## src/rtl/watch_fnd_ctrl.sv

```systemverilog
// Drives a 4-digit common-anode 7-segment display from the watch counts.
// Counts are snapshotted once per scan frame; the edit field blinks and the centre dot marks msec < 50.
module watch_fnd_ctrl #(
  parameter int unsigned CLK_HZ   = 100_000_000,
  parameter int unsigned SCAN_HZ  = 1000,
  parameter int unsigned BLINK_HZ = 2
) (
  input  logic       clk,
  input  logic       reset,
  input  logic       sel_display,
  input  logic       edit_en,
  input  logic [3:0] edit_digit,
  input  logic [6:0] msec,
  input  logic [5:0] sec,
  input  logic [5:0] min,
  input  logic [4:0] hour,
  output logic [3:0] fnd_com,
  output logic [7:0] fnd_data
);

  localparam int unsigned SCAN_DIV  = CLK_HZ / SCAN_HZ;
  localparam int unsigned BLINK_DIV = CLK_HZ / (2 * BLINK_HZ);
  localparam int unsigned SCAN_W    = (SCAN_DIV > 1) ? $clog2(SCAN_DIV) : 1;
  localparam int unsigned BLINK_W   = (BLINK_DIV > 1) ? $clog2(BLINK_DIV) : 1;

  logic [SCAN_W-1:0]  scan_cnt_r;
  logic               scan_tick_s;
  logic [1:0]         idx_r;
  logic               started_r;

  logic [6:0]         snap_msec_r;
  logic [5:0]         snap_sec_r;
  logic [5:0]         snap_min_r;
  logic [4:0]         snap_hour_r;
  logic               snap_sel_r;

  logic [BLINK_W-1:0] blink_cnt_r;
  logic               blink_hidden_r;

  logic [6:0]         field_val_s;
  logic [6:0]         field_max_s;
  logic               field_edit_s;
  logic [6:0]         tens_s;
  logic [6:0]         ones_s;
  logic [7:0]         data_s;

  function automatic logic [7:0] seg_code(input logic [6:0] d);
    logic [7:0] code;
    case (d)
      7'd0:    code = 8'hC0;
      7'd1:    code = 8'hF9;
      7'd2:    code = 8'hA4;
      7'd3:    code = 8'hB0;
      7'd4:    code = 8'h99;
      7'd5:    code = 8'h92;
      7'd6:    code = 8'h82;
      7'd7:    code = 8'hF8;
      7'd8:    code = 8'h80;
      7'd9:    code = 8'h90;
      default: code = 8'hBF;
    endcase
    return code;
  endfunction

  assign scan_tick_s = (scan_cnt_r == SCAN_W'(SCAN_DIV - 1));

  // Per-digit scan timer and digit index
  always_ff @(posedge clk or negedge reset) begin
    if (!reset) begin
      scan_cnt_r <= {SCAN_W{1'b0}};
      idx_r      <= 2'd3;
      started_r  <= 1'b0;
    end else if (scan_tick_s) begin
      scan_cnt_r <= {SCAN_W{1'b0}};
      idx_r      <= idx_r + 2'd1;
      started_r  <= 1'b1;
    end else begin
      scan_cnt_r <= scan_cnt_r + SCAN_W'(1);
    end
  end

  // Frame snapshot, taken on the tick that wraps the index back to digit 0
  always_ff @(posedge clk or negedge reset) begin
    if (!reset) begin
      snap_msec_r <= 7'd0;
      snap_sec_r  <= 6'd0;
      snap_min_r  <= 6'd0;
      snap_hour_r <= 5'd0;
      snap_sel_r  <= 1'b0;
    end else if (scan_tick_s && (idx_r == 2'd3)) begin
      snap_msec_r <= msec;
      snap_sec_r  <= sec;
      snap_min_r  <= min;
      snap_hour_r <= hour;
      snap_sel_r  <= sel_display;
    end
  end

  // Edit blink timer; parked in the visible phase whenever editing is off
  always_ff @(posedge clk or negedge reset) begin
    if (!reset) begin
      blink_cnt_r    <= {BLINK_W{1'b0}};
      blink_hidden_r <= 1'b0;
    end else if (!edit_en) begin
      blink_cnt_r    <= {BLINK_W{1'b0}};
      blink_hidden_r <= 1'b0;
    end else if (blink_cnt_r == BLINK_W'(BLINK_DIV - 1)) begin
      blink_cnt_r    <= {BLINK_W{1'b0}};
      blink_hidden_r <= ~blink_hidden_r;
    end else begin
      blink_cnt_r    <= blink_cnt_r + BLINK_W'(1);
    end
  end

  // Pick the field feeding the current digit pair on the snapshot page
  always_comb begin
    field_val_s  = 7'd0;
    field_max_s  = 7'd0;
    field_edit_s = 1'b0;
    case ({snap_sel_r, idx_r[1]})
      2'b00: begin
        field_val_s  = snap_msec_r;
        field_max_s  = 7'd99;
        field_edit_s = edit_digit[0];
      end
      2'b01: begin
        field_val_s  = {1'b0, snap_sec_r};
        field_max_s  = 7'd59;
        field_edit_s = edit_digit[1];
      end
      2'b10: begin
        field_val_s  = {1'b0, snap_min_r};
        field_max_s  = 7'd59;
        field_edit_s = edit_digit[2];
      end
      2'b11: begin
        field_val_s  = {2'b00, snap_hour_r};
        field_max_s  = 7'd23;
        field_edit_s = edit_digit[3];
      end
      default: begin
        field_val_s  = 7'd0;
        field_max_s  = 7'd0;
        field_edit_s = 1'b0;
      end
    endcase
  end

  assign tens_s = field_val_s / 7'd10;
  assign ones_s = field_val_s % 7'd10;

  // Segment pattern: blanking beats the range dash, which beats the digit code
  always_comb begin
    data_s = 8'hFF;
    if (edit_en && blink_hidden_r && field_edit_s) begin
      data_s = 8'hFF;
    end else if (field_val_s > field_max_s) begin
      data_s = 8'hBF;
    end else begin
      data_s = seg_code(idx_r[0] ? tens_s : ones_s);
      if ((idx_r == 2'd2) && (snap_msec_r < 7'd50)) begin
        data_s[7] = 1'b0;
      end else begin
        data_s[7] = 1'b1;
      end
    end
  end

  // Registered display outputs, dark until the first scan tick
  always_ff @(posedge clk or negedge reset) begin
    if (!reset) begin
      fnd_com  <= 4'b1111;
      fnd_data <= 8'hFF;
    end else if (started_r) begin
      fnd_com  <= ~(4'b0001 << idx_r);
      fnd_data <= data_s;
    end else begin
      fnd_com  <= 4'b1111;
      fnd_data <= 8'hFF;
    end
  end

endmodule

```

## config.mk

```make
export PLATFORM = sky130hd
export DESIGN_NAME = watch_fnd_ctrl
export DESIGN_NICKNAME = d
export VERILOG_FILES = /design/src/rtl/watch_fnd_ctrl.sv
export SDC_FILE = /design/constraint.sdc
export NUM_CORES = 1
export LEC_CHECK = 0
export CORE_ASPECT_RATIO = 1.25
export CORE_MARGIN = 2
export CORE_UTILIZATION = 45
export CTS_CLUSTER_SIZE = 16
export DETAILED_ROUTE_END_ITERATION = 6
export GPL_ROUTABILITY_DRIVEN = 0
export HOLD_SLACK_MARGIN = 0.15
export PLACE_DENSITY = 0.75
export REMOVE_ABC_BUFFERS = 1
export SLEW_MARGIN = 20
export SYNTH_ARGS = -nofsm -noshare
export SYNTH_HDL_FRONTEND = slang
export SYNTH_SLANG_ARGS = --single-unit
```

## constraint.sdc

```tcl
create_clock -name clk -period 3.6 [get_ports clk]
set_input_delay 1.08 -clock clk [delete_from_list [all_inputs] [get_ports clk]]
set_output_delay 1.08 -clock clk [all_outputs]
set_load 0.05 [all_outputs]
```

# Yosys cells after proc, flatten, opt, wreduce, memory -nomap -nowiden
# Memories as Yosys holds them, arrays and structs flattened.
# Cells that the tools add are included.
[classes]
shifts = 1
order_cmp = 2
n_addsub = 3
reduce_logical = 7
n_eq_ne = 8
mux = 15
div_mod_pow = 2
bitwise = 2
[op_table]
columns = ["op", "n"]
rows = [
  ["25-bit two-way mux", 2],
  ["7-bit case mux with 4 select lines", 1],
  ["25-bit by 1-bit adder with 25-bit output, second input constant", 1],
  ["25-bit == test, second input constant", 1],
  ["8-bit two-way mux", 3],
  ["7-bit case mux with 3 select lines", 1],
  ["17-bit by 1-bit adder with 17-bit output, second input constant", 1],
  ["17-bit == test, second input constant", 1],
  ["17-bit two-way mux", 1],
  ["7-bit two-way mux", 2],
  ["2-bit == test, second input constant", 4],
  ["7-bit by 4-bit divider with 7-bit output, second input constant", 1],
  ["7-bit > comparator", 1],
  ["7-bit by 6-bit < comparator with 1-bit output, second input constant", 1],
  ["7-bit by 4-bit modulo with 7-bit output, second input constant", 1],
  ["1-bit logical AND", 4],
  ["4-bit two-way mux", 1],
  ["4-bit inverter", 1],
  ["1-bit case mux with 4 select lines", 1],
  ["1-bit by 2-bit left shift with 4-bit output, first input constant", 1],
  ["3-bit zero test", 1],
  ["1-bit two-way mux", 3],
  ["2-bit by 1-bit adder with 2-bit output, second input constant", 1],
  ["2-bit by 1-bit == test with 1-bit output, second input constant", 1],
  ["other kinds (4)", 4],
]
[totals]
ff_bits = 83
output_inout_bits = 12
mem_count = 1
mem_bits_ro = 112
inputBits = 32
[mem_list]
columns = ["name", "words", "width", "rd", "rd_ports_with_merged_regs", "wr", "line", "text"]
rows = [
  ["(no name shown)", 16, 7, 1, 0, 0, "49", "case (d)"],
]

# Depth between registers and ports, before layout
[logic_depth]
ltp_word = 9
mapped_depth = 21
mapped_depth_nobuf = 20

# Worst setup path after synthesis
# Ideal clock, no wire load.
[synth_path]
path_type = "flip-flop to flip-flop"
start = "reg idx_r[1]"
end = "reg fnd_data[3]"
arrival_time_ns = 3.688
setup_ns = 0.099
path_buffers = 1
slack_ns = -0.187
stages_incl_launch_ff = 21
period_less_slack_ns = 3.787
cell_sequence = "dfstp_2 -> inv_1 -> ha_1 -> buf_6 -> a22o_2 -> inv_2 -> xnor2_1 -> o21ai_1 -> a311o_1 -> clkinv_1 -> ha_1 -> nand3_1 -> a2bb2oi_1 -> a31oi_1 -> xnor2_1 -> o21ai_4 -> inv_1 -> ha_1 -> inv_1 -> o22ai_1 -> o311ai_1"
[synth_via]
elab_chain_cells = 9
elab_cells_between_ends = 19
[synth_lines]
columns = ["element", "line", "text"]
rows = [
  ["from (decl)", "28", "logic [1:0] idx_r;"],
  ["from (signal assigned)", "75", "idx_r <= idx_r + 2'd1;"],
  ["2-bit == test, or another cell as far along", "120", "case ({snap_sel_r, idx_r[1]})"],
  ["7-bit case mux with 4 select lines", "120", ""],
  ["7-bit by 4-bit modulo with 7-bit output or 7-bit by 4-bit divider with 7-bit output (tied branches)", "150, 149", ""],
  ["7-bit two-way mux", "160", "data_s = seg_code(idx_r[0] ? tens_s : ones_s);"],
  ["memory read 16 x 7 bit or 3-bit zero test (tied branches)", "-", ""],
  ["7-bit two-way mux", "49", ""],
  ["8-bit two-way mux", "157", "end else if (field_val_s > field_max_s) begin"],
  ["8-bit two-way mux *", "155", "if (edit_en && blink_hidden_r && field_edit_s) begin"],
  ["8-bit two-way mux *", "174", "end else if (started_r) begin"],
  ["to (signal assigned)", "176", "fnd_data <= data_s;"],
  ["to (decl)", "18", "output logic [7:0] fnd_data"],
]
# Mark *: on every way between the ends. The rest lies on a longest branch, timed or not. The select of a mux whose other input is x is not followed.
# A chain may end at the register's enable or synchronous reset.

# Worst setup path after layout
[layout_path]
start = "reg idx_r[1]"
end = "reg fnd_data[1]"
# Same word-level chain as after synthesis.

==> out/metrics.yaml <==
hold_path:
  worstHoldStart: "blink_cnt_r[0]"
  hp-class: "flop to flop"
  min_to: "blink_cnt_r[0]"
  holdPathStages: 1
global_routing:
  grt_overflow: 0
  grt_max_degree: 84
  antenna_found_initial: 0
  grt_pass1_vias: 3585
  grt_util_all_layers_pct: 20.1
  grt_pass1_wl_microns: 16800
cells_and_area:
  fin_cells: 632
  nFillCells: 744
  syn_to_final_growth_pct: 29.8
  fin_area_sq_um: 5720
  fin_nets: 552
  diodes: 0
  multiInputGateArea_sq_um: 2330
  register_area_sq_um: 2100
  final_layout_size_suffix_gt1_share_pct: 26.3
yosys:
  ys_seq_area_share_pct: 47.5
  yosysTopAreaCellShare_pct: 39.2
  synth_cell_type_count: 64
  synth_edf_count: 0
  yosys_warnings: 0
  synthCells: 423
  synth_flop_cell: "dfrtp_1"
  synth.area.top_cells: "dfrtp_1 (39%), dfstp_2 (8.3%), mux2_2 (6.4%), ha_1 (5.4%), xor2_1 (4.6%)"
  synth_seq_cells: 83
  synth_most_common_cell: "dfrtp_1"
  async_flop_share_pct: 100
  synth_top_area_cell: "dfrtp_1"
  mappedNetlistArea_sq_um: 4410
  avgSynthCellArea_sq_um: 10.4
  synthTopCellsByCount: "dfrtp_1 (69), nor2_1 (46), nand2_1 (27)"
worst_setup_path:
  reg2regPathDepth: 20
  path_class: "flop to flop"
  worst_ep_required_time_ns: 3.87
  r2r_end: "fnd_data[1]"
  cp.arrival_ns: 4.05
  r2r_start: "idx_r[1]"
  rrSetupSlack_ns: -0.19
  start_kind: "flop"
  critPathMaxFanout: 7
  crit_path_end_kind: "flop"
power:
  powerDensity_nw_per_um2: 427
  vdd_drop_max_v: 0.000218
  power_leakage_nw: 2.46
die:
  die_w_microns: 92.5
  ioPinCount: 44
  die_height_microns: 115
  start_util_pct: 46.1
  num_rows: 40
  die_area_sq_um: 10600
  design.core.area_sq_um: 9560
timing:
  tightest_slew_ns: 0.900
  finClkSkew_ns: 0.00643
  finalHoldWorstSlack_ns: 0.490
  max_slew_margin_pct: 40.0
  setup_viol: 5
  slew_viol_final: 0
  fin_crit_sh_pct: 105
  finalWorstSetupSlack_ns: -0.186
  rsz0062_at_grt: "true"
  min_period_ns: 3.79
  max_freq_mhz: 264
  hold_violations: 0
clocking:
  clkTransAtPathRegs_ns: 0.06
  holdBufCountCts: 0
  cts_sinks: 83
  worstSkewPairLatency_ns: 0.34
  max-clock-path-buffers: 2
  numCtsBuffers: 9
  cts_root_buf: "clkbuf_16"
  htree_levels: 3
  cts_tree: "done"
placement:
  post_dp_cell_area_sq_um: 5140
  hpwl_microns: 6750
  dp_cells: 608
  dp_slack_ns: -0.211
  port_buffers: 43
drt:
  num_vias: 3485
  first_pass_iters: 4
  via_per_inst: 5.51
  drc_errors: 0
  antenna_left: 0
  routed_wl_microns: 10100
  drt-initial-drc-count: 131
  wl_per_cell_microns: 16.0
outcome:
  violations: "setup timing"
  status: "complete, but fails checks"
run:
  drv_cap: 0
==> cell type report <==
| cell class | instances | area share (%) |
|---|---|---|
| Timing Repair Buffer | 80 | 12.4 |
| Clock inverter | 6 | 1.97 |
| Clock buffer | 10 | 4.18 |
| Multi-Input combinational cell | 309 | 40.8 |
| Sequential cell | 83 | 36.6 |
| Inverter | 18 | 1.25 |
| Tap cell | 126 | 2.76 |
==> metrics by stage <==
stage / power, mW / util, % / setup TNS [ns]
4_1_cts: 2.40 / 58.4 / 0
5_1_grt: 2.54 / 59.8 / -1.28
3_3_place_gp: 1.29 / 53.8 / 0
3_5_place_dp: 1.30 / 53.8 / -0.685
2_1_floorplan: 1.16 / - / -1.80
6_report: 2.44 / 59.8 / -0.464
==> worst max-delay path by stage <==
stage / depth (start not counted) / from / to / slack [ns]
6_report: 20 / idx_r[1] / fnd_data[1] / -0.19
5_1_grt: 20 / idx_r[1] / fnd_data[1] / -0.30
2_1_floorplan: 19 / idx_r[1] / fnd_data[3] / -0.45
3_5_place_dp: 20 / idx_r[1] / fnd_data[3] / -0.21
3_3_place_gp: 20 / idx_r[1] / fnd_data[1] / 0.02
4_1_cts: 20 / idx_r[1] / fnd_data[1] / 0.006
==> kinds of logic after synthesis <==
family	Yosys count	synth area share [%]
flip-flops	83	47.5
AND/OR/NAND/NOR	148	16.6
multiplexers	26	6.62
XOR/XNOR	39	7.75
buffers and inverters	31	3.07
AO/OA/AOI/OAI	77	13.1
adder cells (fa/ha/maj)	19	5.40
==> worst max-delay path: stages (launching register included) <==
cell      delay (ns)
dfstp_2         0.58
inv_4           0.06
ha_4            0.18
buf_4           0.14
nor2b_1         0.13
nor3_1          0.37
nand2_1         0.13
o21ai_1         0.16
a311o_1         0.19
clkinv_2        0.11
ha_4            0.18
buf_4           0.14
o31ai_1         0.12
a31oi_2         0.19
xnor2_2         0.18
o21ai_4         0.16
inv_2           0.07
ha_4            0.26
inv_2           0.04
o21a_1          0.17
o21ai_1         0.15
==> where the power goes <==
group,leakage [nW],switching (mW),internal [mW]
clock,0.173,0.385,0.698
sequential,1.04,0.0156,0.951
combinational,1.26,0.200,0.194
==> cell usage in the layout, fill, tap and decap left out, types with 3 or more instances in the layout <==
master / netlist / final
nand2_1: 27 / 27
xnor2_1: 16 / 14
a211oi_1: 3 / 3
a22oi_1: 5 / 3
dfrtp_1: 69 / 68
nor3_1: 6 / 5
ha_4: 0 / 6
nor4_1: 3 / 3
nand3_1: 20 / 19
a222oi_1: 3 / 3
and3_1: 10 / 10
inv_2: 2 / 5
clkdlybuf4s50_1: 0 / 42
a21oi_1: 16 / 15
o21a_1: 3 / 3
xor2_1: 23 / 23
mux2_2: 25 / 25
nor2_1: 46 / 46
inv_1: 15 / 11
a21o_1: 5 / 5
o21ai_1: 5 / 4
ha_1: 19 / 12
buf_4: 0 / 37
nor2b_1: 6 / 6
clkbuf_16: 0 / 9
and2_1: 4 / 3
nand2b_1: 3 / 3
nand4_1: 9 / 9
dfstp_2: 14 / 14
bufinv_16: 0 / 3
o21ai_0: 9 / 9
or3_1: 4 / 4
==> repair_timing <==
item / CTS / global route
pin swaps: 11 / 19
setup buffers: 2 / 6
cloned: 0 / 0
setup endpoints to repair: 6 / 7
resized for setup: 19 / 16
endpoints found under the hold margin: 0 / 0
==> per-layer routing <==
metal / up-vias / track usage (%) / part of all wire, %
li1: 1653 / - / -
met5: - / 0 / 0
met1: 1685 / 23.1 / 40
met3: 32 / 4.54 / 4.5
met2: 115 / 35.1 / 52
met4: 0 / 10.2 / 3.3
==> state kept, by name (all words and copies together), names as in the netlist <==
name            count
snap_hour_r         5
blink_hidden_r      1
blink_cnt_r        25
snap_sec_r          6
fnd_data            8
idx_r               2
scan_cnt_r         17
started_r           1
snap_msec_r         7
fnd_com             4
snap_sel_r          1
snap_min_r          6
(Power assumes the default switching activity.)
